===== config.mk =====
export PLATFORM = sky130hd
export DESIGN_NAME = aib_axi_lite_leader_link_flat
export DESIGN_NICKNAME = d
export VERILOG_FILES = /design/src/rtl/aib_axi_lite_leader_link_if.sv /design/src/rtl/aib_axi_lite_leader_link.sv /design/src/flat_wrapper.sv
export SDC_FILE = /design/constraint.sdc
export NUM_CORES = 1
export LEC_CHECK = 0
export CELL_PAD_IN_SITES_DETAIL_PLACEMENT = 0
export CELL_PAD_IN_SITES_GLOBAL_PLACEMENT = 1
export CORE_MARGIN = 2
export CORE_UTILIZATION = 39
export DETAILED_ROUTE_END_ITERATION = 8
export GPL_TIMING_DRIVEN = 0
export PLACE_DENSITY = 0.86
export SYNTH_ARGS = -nofsm -noshare
export SYNTH_HDL_FRONTEND = slang
export SYNTH_SLANG_ARGS = --single-unit

===== constraint.sdc =====
create_clock -name clk_wr -period 5.6 [get_ports clk_wr]
set_input_delay 0.84 -clock clk_wr [delete_from_list [all_inputs] [get_ports clk_wr]]
set_output_delay 0.84 -clock clk_wr [all_outputs]
set_load 0.005 [all_outputs]

===== src/rtl/aib_axi_lite_leader_link_if.sv =====
// ----------------------------------------------------------------------------
// aib_axi_lite_leader_link_if
// AXI-Lite user-side bundle for the AIB leader link.
//   slave  modport : the link block (accepts AW/W/AR, returns B/R)
//   master modport : the user / requester driving the link block
// Signals: user_aw{addr,valid,ready}, user_w{data,strb,valid,ready},
//          user_ar{addr,valid,ready}, user_b{resp,valid,ready},
//          user_r{data,resp,valid,ready}
// ----------------------------------------------------------------------------
interface aib_axi_lite_leader_link_if;
    logic [31:0] user_awaddr;
    logic        user_awvalid;
    logic        user_awready;
    logic [31:0] user_wdata;
    logic [3:0]  user_wstrb;
    logic        user_wvalid;
    logic        user_wready;
    logic [31:0] user_araddr;
    logic        user_arvalid;
    logic        user_arready;
    logic [1:0]  user_bresp;
    logic        user_bvalid;
    logic        user_bready;
    logic [31:0] user_rdata;
    logic [1:0]  user_rresp;
    logic        user_rvalid;
    logic        user_rready;

    modport slave (
        input  user_awaddr, user_awvalid, output user_awready,
        input  user_wdata, user_wstrb, user_wvalid, output user_wready,
        input  user_araddr, user_arvalid, output user_arready,
        output user_bresp, user_bvalid, input user_bready,
        output user_rdata, user_rresp, user_rvalid, input user_rready
    );

    modport master (
        output user_awaddr, user_awvalid, input user_awready,
        output user_wdata, user_wstrb, user_wvalid, input user_wready,
        output user_araddr, user_arvalid, input user_arready,
        input  user_bresp, user_bvalid, output user_bready,
        input  user_rdata, user_rresp, user_rvalid, output user_rready
    );
endinterface


===== src/rtl/aib_axi_lite_leader_link.sv =====
// ----------------------------------------------------------------------------
// aib_axi_lite_leader_link
// Credit-based AXI-Lite leader over an 80-bit AIB PHY word.
//   clk_wr / rst_wr        : single clock, async active-high reset
//   tx_online / rx_online  : PHY link-up per direction
//   init_aw/ar_credit      : follower credit grants (reloaded while offline)
//   user (slave modport)   : AXI-Lite request/response ports
//   tx_phy0 (registered)   : outgoing word; rx_phy0 : incoming word
//   proto_err / parity_err : sticky error flags
// Optional feature: define AIB_AXI_LEADER_PARITY_EN for even parity on
// bit 76 of tx words and parity checking/dropping of rx words.
// ----------------------------------------------------------------------------
module aib_axi_lite_leader_link_fifo #(
    parameter int unsigned W     = 2,
    parameter int unsigned DEPTH = 4
) (
    input  logic         clk_i,
    input  logic         rst_i,
    input  logic         clr_i,
    input  logic         push_i,
    input  logic [W-1:0] din_i,
    input  logic         pop_i,
    output logic [W-1:0] dout_o,
    output logic         empty_o,
    output logic         full_o
);
    localparam int unsigned PW = (DEPTH > 1) ? $clog2(DEPTH) : 1;
    localparam int unsigned CW = $clog2(DEPTH + 1);

    logic [W-1:0]  mem_q [DEPTH];
    logic [PW-1:0] rd_q, wr_q;
    logic [CW-1:0] cnt_q;
    logic          do_push, do_pop;

    function automatic logic [PW-1:0] nxt(input logic [PW-1:0] p);
        return (p == PW'(DEPTH - 1)) ? '0 : p + PW'(1);
    endfunction

    assign empty_o = (cnt_q == '0);
    assign full_o  = (cnt_q == CW'(DEPTH));
    assign do_push = push_i & ~full_o;   // push into a full FIFO is dropped
    assign do_pop  = pop_i & ~empty_o;
    assign dout_o  = mem_q[rd_q];

    always_ff @(posedge clk_i) begin
        if (do_push) mem_q[wr_q] <= din_i;
    end

    always_ff @(posedge clk_i or posedge rst_i) begin
        if (rst_i) begin
            rd_q  <= '0;
            wr_q  <= '0;
            cnt_q <= '0;
        end else if (clr_i) begin
            rd_q  <= '0;
            wr_q  <= '0;
            cnt_q <= '0;
        end else begin
            if (do_push) wr_q <= nxt(wr_q);
            if (do_pop)  rd_q <= nxt(rd_q);
            cnt_q <= cnt_q + CW'(do_push) - CW'(do_pop);
        end
    end
endmodule

module aib_axi_lite_leader_link #(
    parameter int unsigned RSP_DEPTH = 4
) (
    input  logic                        clk_wr,
    input  logic                        rst_wr,
    input  logic                        tx_online,
    input  logic                        rx_online,
    input  logic [7:0]                  init_aw_credit,
    input  logic [7:0]                  init_ar_credit,
    aib_axi_lite_leader_link_if.slave   user,
    output logic [79:0]                 tx_phy0,
    input  logic [79:0]                 rx_phy0,
    output logic                        proto_err,
    output logic                        parity_err
);
    typedef enum logic {OFFLINE = 1'b0, ONLINE = 1'b1} link_state_e;

    link_state_e state_q;
    logic [7:0]  aw_cnt_q, ar_cnt_q;
    logic        prio_wr_q;              // 1: write side wins the next tie
    logic [3:0]  racc_q, bacc_q;
    logic [79:0] tx_q, tx_d;
    logic        proto_err_q;

    logic online, link_up, gate;
    logic w_elig, r_elig, grant_w, grant_r, send_cr;
    logic rx_par_ok, rx_acc, b_push, r_push, b_pop, r_pop;
    logic b_empty, b_full, r_empty, r_full;
    logic [1:0]  rx_type;
    logic [3:0]  ret_aw, ret_ar;
    logic [8:0]  aw_sum, ar_sum;
    logic        aw_sat, ar_sat, proto_set;

    assign link_up = tx_online & rx_online;
    assign online  = (state_q == ONLINE);
    assign gate    = online & tx_online;

    assign w_elig  = gate & user.user_awvalid & user.user_wvalid & (aw_cnt_q != '0);
    assign r_elig  = gate & user.user_arvalid & (ar_cnt_q != '0);
    assign grant_w = w_elig & (~r_elig | prio_wr_q);
    assign grant_r = r_elig & ~grant_w;

    assign user.user_awready = grant_w;
    assign user.user_wready  = grant_w;
    assign user.user_arready = grant_r;

`ifdef AIB_AXI_LEADER_PARITY_EN
    logic parity_err_q;
    assign rx_par_ok  = ~^rx_phy0;
    assign parity_err = parity_err_q;
    logic unused_rx;
    assign unused_rx = ^{rx_phy0[73:72], rx_phy0[39:8]};
`else
    assign rx_par_ok  = 1'b1;
    assign parity_err = 1'b0;
    logic unused_rx;
    assign unused_rx = ^{rx_phy0[76], rx_phy0[73:72], rx_phy0[39:8]};
`endif

    // rx is only looked at while ONLINE; bad parity drops the word and its credits
    assign rx_acc  = online & rx_phy0[79] & rx_par_ok;
    assign rx_type = rx_phy0[78:77];
    assign b_push  = rx_acc & (rx_type == 2'b01);
    assign r_push  = rx_acc & (rx_type == 2'b10);
    assign ret_aw  = rx_acc ? rx_phy0[3:0] : '0;
    assign ret_ar  = rx_acc ? rx_phy0[7:4] : '0;

    assign user.user_bvalid = ~b_empty;
    assign user.user_rvalid = ~r_empty;
    assign b_pop = user.user_bvalid & user.user_bready;
    assign r_pop = user.user_rvalid & user.user_rready;

    aib_axi_lite_leader_link_fifo #(.W(2), .DEPTH(RSP_DEPTH)) u_bfifo (
        .clk_i(clk_wr), .rst_i(rst_wr), .clr_i(~online),
        .push_i(b_push), .din_i(rx_phy0[75:74]), .pop_i(b_pop),
        .dout_o(user.user_bresp), .empty_o(b_empty), .full_o(b_full)
    );

    aib_axi_lite_leader_link_fifo #(.W(34), .DEPTH(RSP_DEPTH)) u_rfifo (
        .clk_i(clk_wr), .rst_i(rst_wr), .clr_i(~online),
        .push_i(r_push), .din_i({rx_phy0[71:40], rx_phy0[75:74]}), .pop_i(r_pop),
        .dout_o({user.user_rdata, user.user_rresp}), .empty_o(r_empty), .full_o(r_full)
    );

    // 9-bit sums so an over-return is visible before saturation
    assign aw_sum = {1'b0, aw_cnt_q} + {5'b0, ret_aw} - {8'b0, grant_w};
    assign ar_sum = {1'b0, ar_cnt_q} + {5'b0, ret_ar} - {8'b0, grant_r};
    assign aw_sat = aw_sum > {1'b0, init_aw_credit};
    assign ar_sat = ar_sum > {1'b0, init_ar_credit};

    assign proto_set = (online & (aw_sat | ar_sat)) | (b_push & b_full) |
                       (r_push & r_full) | (rx_acc & (rx_type == 2'b11));

    assign send_cr = gate & ~grant_w & ~grant_r & ((racc_q != '0) | (bacc_q != '0));

    always_comb begin
        tx_d = '0;
        if (grant_w | grant_r | send_cr) begin
            tx_d[79]    = 1'b1;
            tx_d[78:77] = grant_w ? 2'b01 : (grant_r ? 2'b10 : 2'b00);
            tx_d[7:4]   = racc_q;
            tx_d[3:0]   = bacc_q;
        end
        if (grant_w) begin
            tx_d[75:72] = user.user_wstrb;
            tx_d[71:40] = user.user_awaddr;
            tx_d[39:8]  = user.user_wdata;
        end
        if (grant_r) tx_d[71:40] = user.user_araddr;
`ifdef AIB_AXI_LEADER_PARITY_EN
        tx_d[76] = ^tx_d;                 // bit 76 is still 0 here
`endif
    end

    assign tx_phy0   = tx_q;
    assign proto_err = proto_err_q;

    always_ff @(posedge clk_wr or posedge rst_wr) begin
        if (rst_wr) begin
            state_q     <= OFFLINE;
            aw_cnt_q    <= '0;
            ar_cnt_q    <= '0;
            prio_wr_q   <= 1'b1;
            racc_q      <= '0;
            bacc_q      <= '0;
            tx_q        <= '0;
            proto_err_q <= 1'b0;
`ifdef AIB_AXI_LEADER_PARITY_EN
            parity_err_q <= 1'b0;
`endif
        end else begin
            proto_err_q <= proto_err_q | proto_set;
`ifdef AIB_AXI_LEADER_PARITY_EN
            parity_err_q <= parity_err_q | (online & rx_phy0[79] & ~rx_par_ok);
`endif
            if (grant_w)      prio_wr_q <= 1'b0;
            else if (grant_r) prio_wr_q <= 1'b1;
            case (state_q)
                OFFLINE: begin
                    aw_cnt_q <= init_aw_credit;
                    ar_cnt_q <= init_ar_credit;
                    racc_q   <= '0;
                    bacc_q   <= '0;
                    tx_q     <= '0;
                    if (link_up) state_q <= ONLINE;
                end
                default: begin
                    aw_cnt_q <= aw_sat ? init_aw_credit : aw_sum[7:0];
                    ar_cnt_q <= ar_sat ? init_ar_credit : ar_sum[7:0];
                    // any sent word carries the accumulator; a same-cycle pop rolls into the next
                    racc_q   <= tx_d[79] ? {3'b0, r_pop} : racc_q + {3'b0, r_pop};
                    bacc_q   <= tx_d[79] ? {3'b0, b_pop} : bacc_q + {3'b0, b_pop};
                    tx_q     <= tx_d;
                    if (!link_up) state_q <= OFFLINE;
                end
            endcase
        end
    end
endmodule


===== src/flat_wrapper.sv =====
// flat-port wrapper written by rule: the top's interface ports become plain ports
module aib_axi_lite_leader_link_flat 
#(
    parameter int unsigned RSP_DEPTH = 4
)
  (clk_wr, rst_wr, tx_online, rx_online, init_aw_credit, init_ar_credit, tx_phy0, rx_phy0, proto_err, parity_err, user_user_awaddr, user_user_awvalid, user_user_awready, user_user_wdata, user_user_wstrb, user_user_wvalid, user_user_wready, user_user_araddr, user_user_arvalid, user_user_arready, user_user_bresp, user_user_bvalid, user_user_bready, user_user_rdata, user_user_rresp, user_user_rvalid, user_user_rready);
  aib_axi_lite_leader_link_if user_i ();
  input  logic clk_wr;
  input  logic rst_wr;
  input  logic tx_online;
  input  logic rx_online;
  input  logic [7:0] init_aw_credit;
  input  logic [7:0] init_ar_credit;
  output logic [79:0] tx_phy0;
  input  logic [79:0] rx_phy0;
  output logic proto_err;
  output logic parity_err;
  input wire logic [$bits(user_i.user_awaddr)-1:0] user_user_awaddr;
  input wire logic [$bits(user_i.user_awvalid)-1:0] user_user_awvalid;
  output wire logic [$bits(user_i.user_awready)-1:0] user_user_awready;
  input wire logic [$bits(user_i.user_wdata)-1:0] user_user_wdata;
  input wire logic [$bits(user_i.user_wstrb)-1:0] user_user_wstrb;
  input wire logic [$bits(user_i.user_wvalid)-1:0] user_user_wvalid;
  output wire logic [$bits(user_i.user_wready)-1:0] user_user_wready;
  input wire logic [$bits(user_i.user_araddr)-1:0] user_user_araddr;
  input wire logic [$bits(user_i.user_arvalid)-1:0] user_user_arvalid;
  output wire logic [$bits(user_i.user_arready)-1:0] user_user_arready;
  output wire logic [$bits(user_i.user_bresp)-1:0] user_user_bresp;
  output wire logic [$bits(user_i.user_bvalid)-1:0] user_user_bvalid;
  input wire logic [$bits(user_i.user_bready)-1:0] user_user_bready;
  output wire logic [$bits(user_i.user_rdata)-1:0] user_user_rdata;
  output wire logic [$bits(user_i.user_rresp)-1:0] user_user_rresp;
  output wire logic [$bits(user_i.user_rvalid)-1:0] user_user_rvalid;
  input wire logic [$bits(user_i.user_rready)-1:0] user_user_rready;
  assign user_i.user_awaddr = user_user_awaddr;
  assign user_i.user_awvalid = user_user_awvalid;
  assign user_user_awready = user_i.user_awready;
  assign user_i.user_wdata = user_user_wdata;
  assign user_i.user_wstrb = user_user_wstrb;
  assign user_i.user_wvalid = user_user_wvalid;
  assign user_user_wready = user_i.user_wready;
  assign user_i.user_araddr = user_user_araddr;
  assign user_i.user_arvalid = user_user_arvalid;
  assign user_user_arready = user_i.user_arready;
  assign user_user_bresp = user_i.user_bresp;
  assign user_user_bvalid = user_i.user_bvalid;
  assign user_i.user_bready = user_user_bready;
  assign user_user_rdata = user_i.user_rdata;
  assign user_user_rresp = user_i.user_rresp;
  assign user_user_rvalid = user_i.user_rvalid;
  assign user_i.user_rready = user_user_rready;
  aib_axi_lite_leader_link #(.RSP_DEPTH(RSP_DEPTH)) u_core (.clk_wr(clk_wr), .rst_wr(rst_wr), .tx_online(tx_online), .rx_online(rx_online), .init_aw_credit(init_aw_credit), .init_ar_credit(init_ar_credit), .user(user_i), .tx_phy0(tx_phy0), .rx_phy0(rx_phy0), .proto_err(proto_err), .parity_err(parity_err));
endmodule

==> parameters.txt <==
Parameter                              Value

STA
  RSZ-0062 raised after global routing    false
  Post-route setup TNS    0 ns
  Final-layout worst hold slack    0.524 ns
  Slew Limit Fails    0
  Endpoints failing setup    0
  Headroom to the max-slew limit    0.542
  Final worst path period share    0.939
  Transition time at the pin with the least slew margin    0.687 ns
  Post-route clock skew    0.00875 ns
  Clock period minus final worst setup slack    5.26 ns
  Fmax    0.190 GHz
  Hold violation total from the final report    0

Route
  Top routing layer in use    met4
  Total Wirelength    27700 um
  Remaining antenna violation count after routing    0
  Iter 0 DRT Violations    490
  Detail-routed via count per cell    between 4 and 5
  Routed wire length on met3    2000 um
  DRC violation count after routing    0
  Routed met1 length    between 10000 and 15000 um
  Vias after detailed routing    about 7400
  Detailed-routed wire length on met2    13200 um
  1st-pass router iterations    4
  Wire length per cell    roughly 18 um

Global route
  Vias in the first global route    7559
  GRT Total Usage    0.174
  Gr ovfl total    0
  Pin count of the biggest net entering global routing    77
  Antenna violations before repair    0
  Wire length of the first global-routing pass    approximately 42000 um

Placed design
  Detailed placement HPWL    20300 um
  RePlAce Congestion    0.813
  Placed instance area    0.0151 mm^2
  Placed instance count    around 1500
  # port buffers    just under 300

Setup path
  WP data required    around 6.0 ns
  Category of the worst setup path launch point    primary input
  Slowest Stage Delay on Critical Path    0.51 ns
  CP top delay family    compound AO/OA/AOI/OAI gates
  Critical path capture point type    flop
  Largest driver fanout on the critical path    10
  CP bufs+invs    4
  Kind of critical path    primary input to flop
  Cells along the critical path    clkdlybuf4s50_1 > nand4_1 > a31oi_4 > o21a_2 > buf_6 > buf_4 > nor3_1 > ha_1 > inv_1 > ha_1 > fa_1 > a211oi_2 > o21bai_1 > a21oi_1 > xnor2_1 > ha_1 > a211oi_2 > o211ai_1 > o211ai_2 > nand4_4 > mux2_2
  Arr. time, crit path    5.69 ns
  Cell at the slowest stage of the critical path    clkdlybuf4s50_1
  Cell with the most instances on the worst path    ha_1

Clocking
  Clock tree from TritonCTS    yes
  Maximum level of the CTS H-tree    1
  Root Driver    clkbuf_16
  Number of buffers on the longest clock path    3
  Clock-pin transition on the worst setup and hold timing paths    0.06 ns
  Worst skew pair latency    0.55 ns
  Number of buffers created by CTS    28
  Count of hold-fix buffers inserted at cts    0
  Sink Count    about 260

Power and ir drop
  Max VDD drop    around 0.59 mV
  Reg power frac    0.360
  Power, Total    about 6 mW
  Power Dens Cells    377 mW/mm^2
  Static power due to leakage    approximately 6.4 nW
  Net Switching    1.87 mW
  Internal power consumption    4.19 mW
  Fraction of power consumed by the clock network    0.320
  Combinational fraction of design power    0.320
  Share of total power consumed by net switching    0.308

Synth
  Synthesized instance count    approximately 810
  Number of synthesized flops with an enable pin    roughly 140
  Netlist area before placement    between 0.01 and 0.015 mm^2
  Most frequently used cell type in the post-synthesis netlist    edfxtp_1
  YS warnings    0
  Most area-hungry cell type in the Yosys netlist    edfxtp_1
  Top cells by area in the synthesized netlist    edfxtp_1, dfrtp_1, mux4_2
  Seq/Total Area, Yosys    0.634
  Unique masters post-synth    60
  Average size of a mapped cell    14.3 um^2
  Yosys top cell area share    0.374
  Yosys reg bits    264
  Synth top cells by count    edfxtp_1, dfrtp_1, nand2_1
  Share of synthesized flip-flops with an asynchronous set or reset    0.455
  Dominant register cell in the synthesized netlist    edfxtp_1

Cells and area
  Final Cell Area    around 0.016 mm^2
  Share of post-route cells with drive strength above 1    0.126
  Count of non-filler cells in the finished layout    about 1600
  Layout overhead on the synthesized area    39.1%
  Final-stage net count    around 1400

Floorplanning
  Floorplan row count    63
  Overall die height    176 um
  Die extent in x    176 um
  Total core area    0.0294 mm^2
  Die Area    around 0.031 mm^2
  Top-Level Pins    328
  Starting Density    0.393

Outcome
  Outcome    finished clean

Hold path
  Kind of path behind the tightest hold check    flop to flop

Job
  Max-cap viol count    0
[routing by layer]
metal  vias up  GRT usage
met4         0     0.0300
met1      3610      0.238
met3        34     0.0411
li1       3552          -
met5         -          0
met2       218      0.290
[kinds of logic after synthesis]
family,synth area share
flops,0.634
xor+xnor,0.0151
buf+inv,0.0375
simple gates,0.0937
mux,0.0874
compound gates,0.0582
fa+ha+maj,0.0740
other cells,0.000324
[power by group through the flow]
stage | clock network (mW) | logic [mW] | registers [mW]
floorplan | 0 | 1.40 | 2.21
global placement | 0 | 1.88 | 2.21
detailed placement | 0 | 1.91 | 2.21
CTS | 1.99 | 1.93 | 2.17
global route | 2.06 | 2.18 | 2.18
finish | 1.94 | 1.94 | 2.18
[metrics by stage]
step	utilization	worst slack, ns
finish	0.547	0.340
global route	0.547	0.00977
CTS	0.546	0.139
detailed placement	0.513	-0.419
global placement	0.509	-0.428
floorplan	-	0.786
[cell type report]
class,count,area [um^2]
Antenna cell,1,2.50
Buffer,30,171
Clock buffer,35,727
Clock inverter,15,241
Fill cell,2409,13300
Inverter,70,268
Multi-Input combinational cell,448,3830
Sequential cell,264,7330
Tap cell,390,488
Timing Repair Buffer,297,3030
[cell usage in the layout (no fill, tap or decap), types with 10 or more instances in the layout]
master             n
clkdlybuf4s50_1  290
edfxtp_1         144
dfrtp_1          119
nand2_1           83
inv_1             69
ha_1              62
and2_1            48
o21ai_0           37
mux4_2            36
clkbuf_16         28
a21oi_1           16
clkbuf_1          16
mux2_2            16
xnor2_1           12
buf_2             11
nor2_1            11
buf_4             10
[registers in the layout, indices dropped and copies added (netlist names)]
name and cells:
u_core.u_rfifo.wr_q 2, u_core.u_bfifo.mem_q 8, u_core.proto_err 1, u_core.online 1, u_core.ar_cnt_q 8, u_core.racc_q 4, u_core.u_bfifo.cnt_q 3, u_core.u_rfifo.rd_q 2
u_core.u_rfifo.mem_q 136, u_core.prio_wr_q 1, u_core.u_bfifo.rd_q 2, u_core.tx_phy0 79, u_core.bacc_q 4, u_core.u_bfifo.wr_q 2, u_core.aw_cnt_q 8, u_core.u_rfifo.cnt_q 3
[path summary, 6_finish.rpt]
kind,endpoint,start,slack [ns],depth (start not counted)
max reg2reg,u_core.ar_cnt_q[3],u_core.ar_cnt_q[7],0.44,22
max in group asynchronous,u_core.prio_wr_q,rst_wr,4.17,3
min,u_core.tx_phy0[0],u_core.bacc_q[0],0.52,1
min in group asynchronous,u_core.tx_phy0[73],rst_wr,0.68,2
min reg2reg,u_core.tx_phy0[0],u_core.bacc_q[0],0.52,1
max,u_core.ar_cnt_q[3],tx_online,0.34,21
[worst register-to-register path: stages (launching register included)]
cell	delay, ns
dfrtp_1	0.38
inv_1	0.07
ha_1	0.21
nor4b_4	0.15
a31o_2	0.28
o21a_2	0.24
buf_6	0.15
buf_4	0.18
nor3_1	0.28
ha_1	0.19
inv_1	0.04
ha_1	0.23
fa_1	0.44
a211oi_2	0.26
o21bai_1	0.12
a21oi_1	0.19
xnor2_1	0.19
ha_1	0.31
a211oi_2	0.22
o211ai_1	0.14
o211ai_2	0.25
nand4_4	0.21
mux2_2	0.33
[what timing repair did]
action / 4_1_cts / 5_1_grt
resized for setup: 0 / 3
setup endpoints to repair: 0 / 9
setup buffers: 0 / 2
Power figures use the tool's default switching activity.
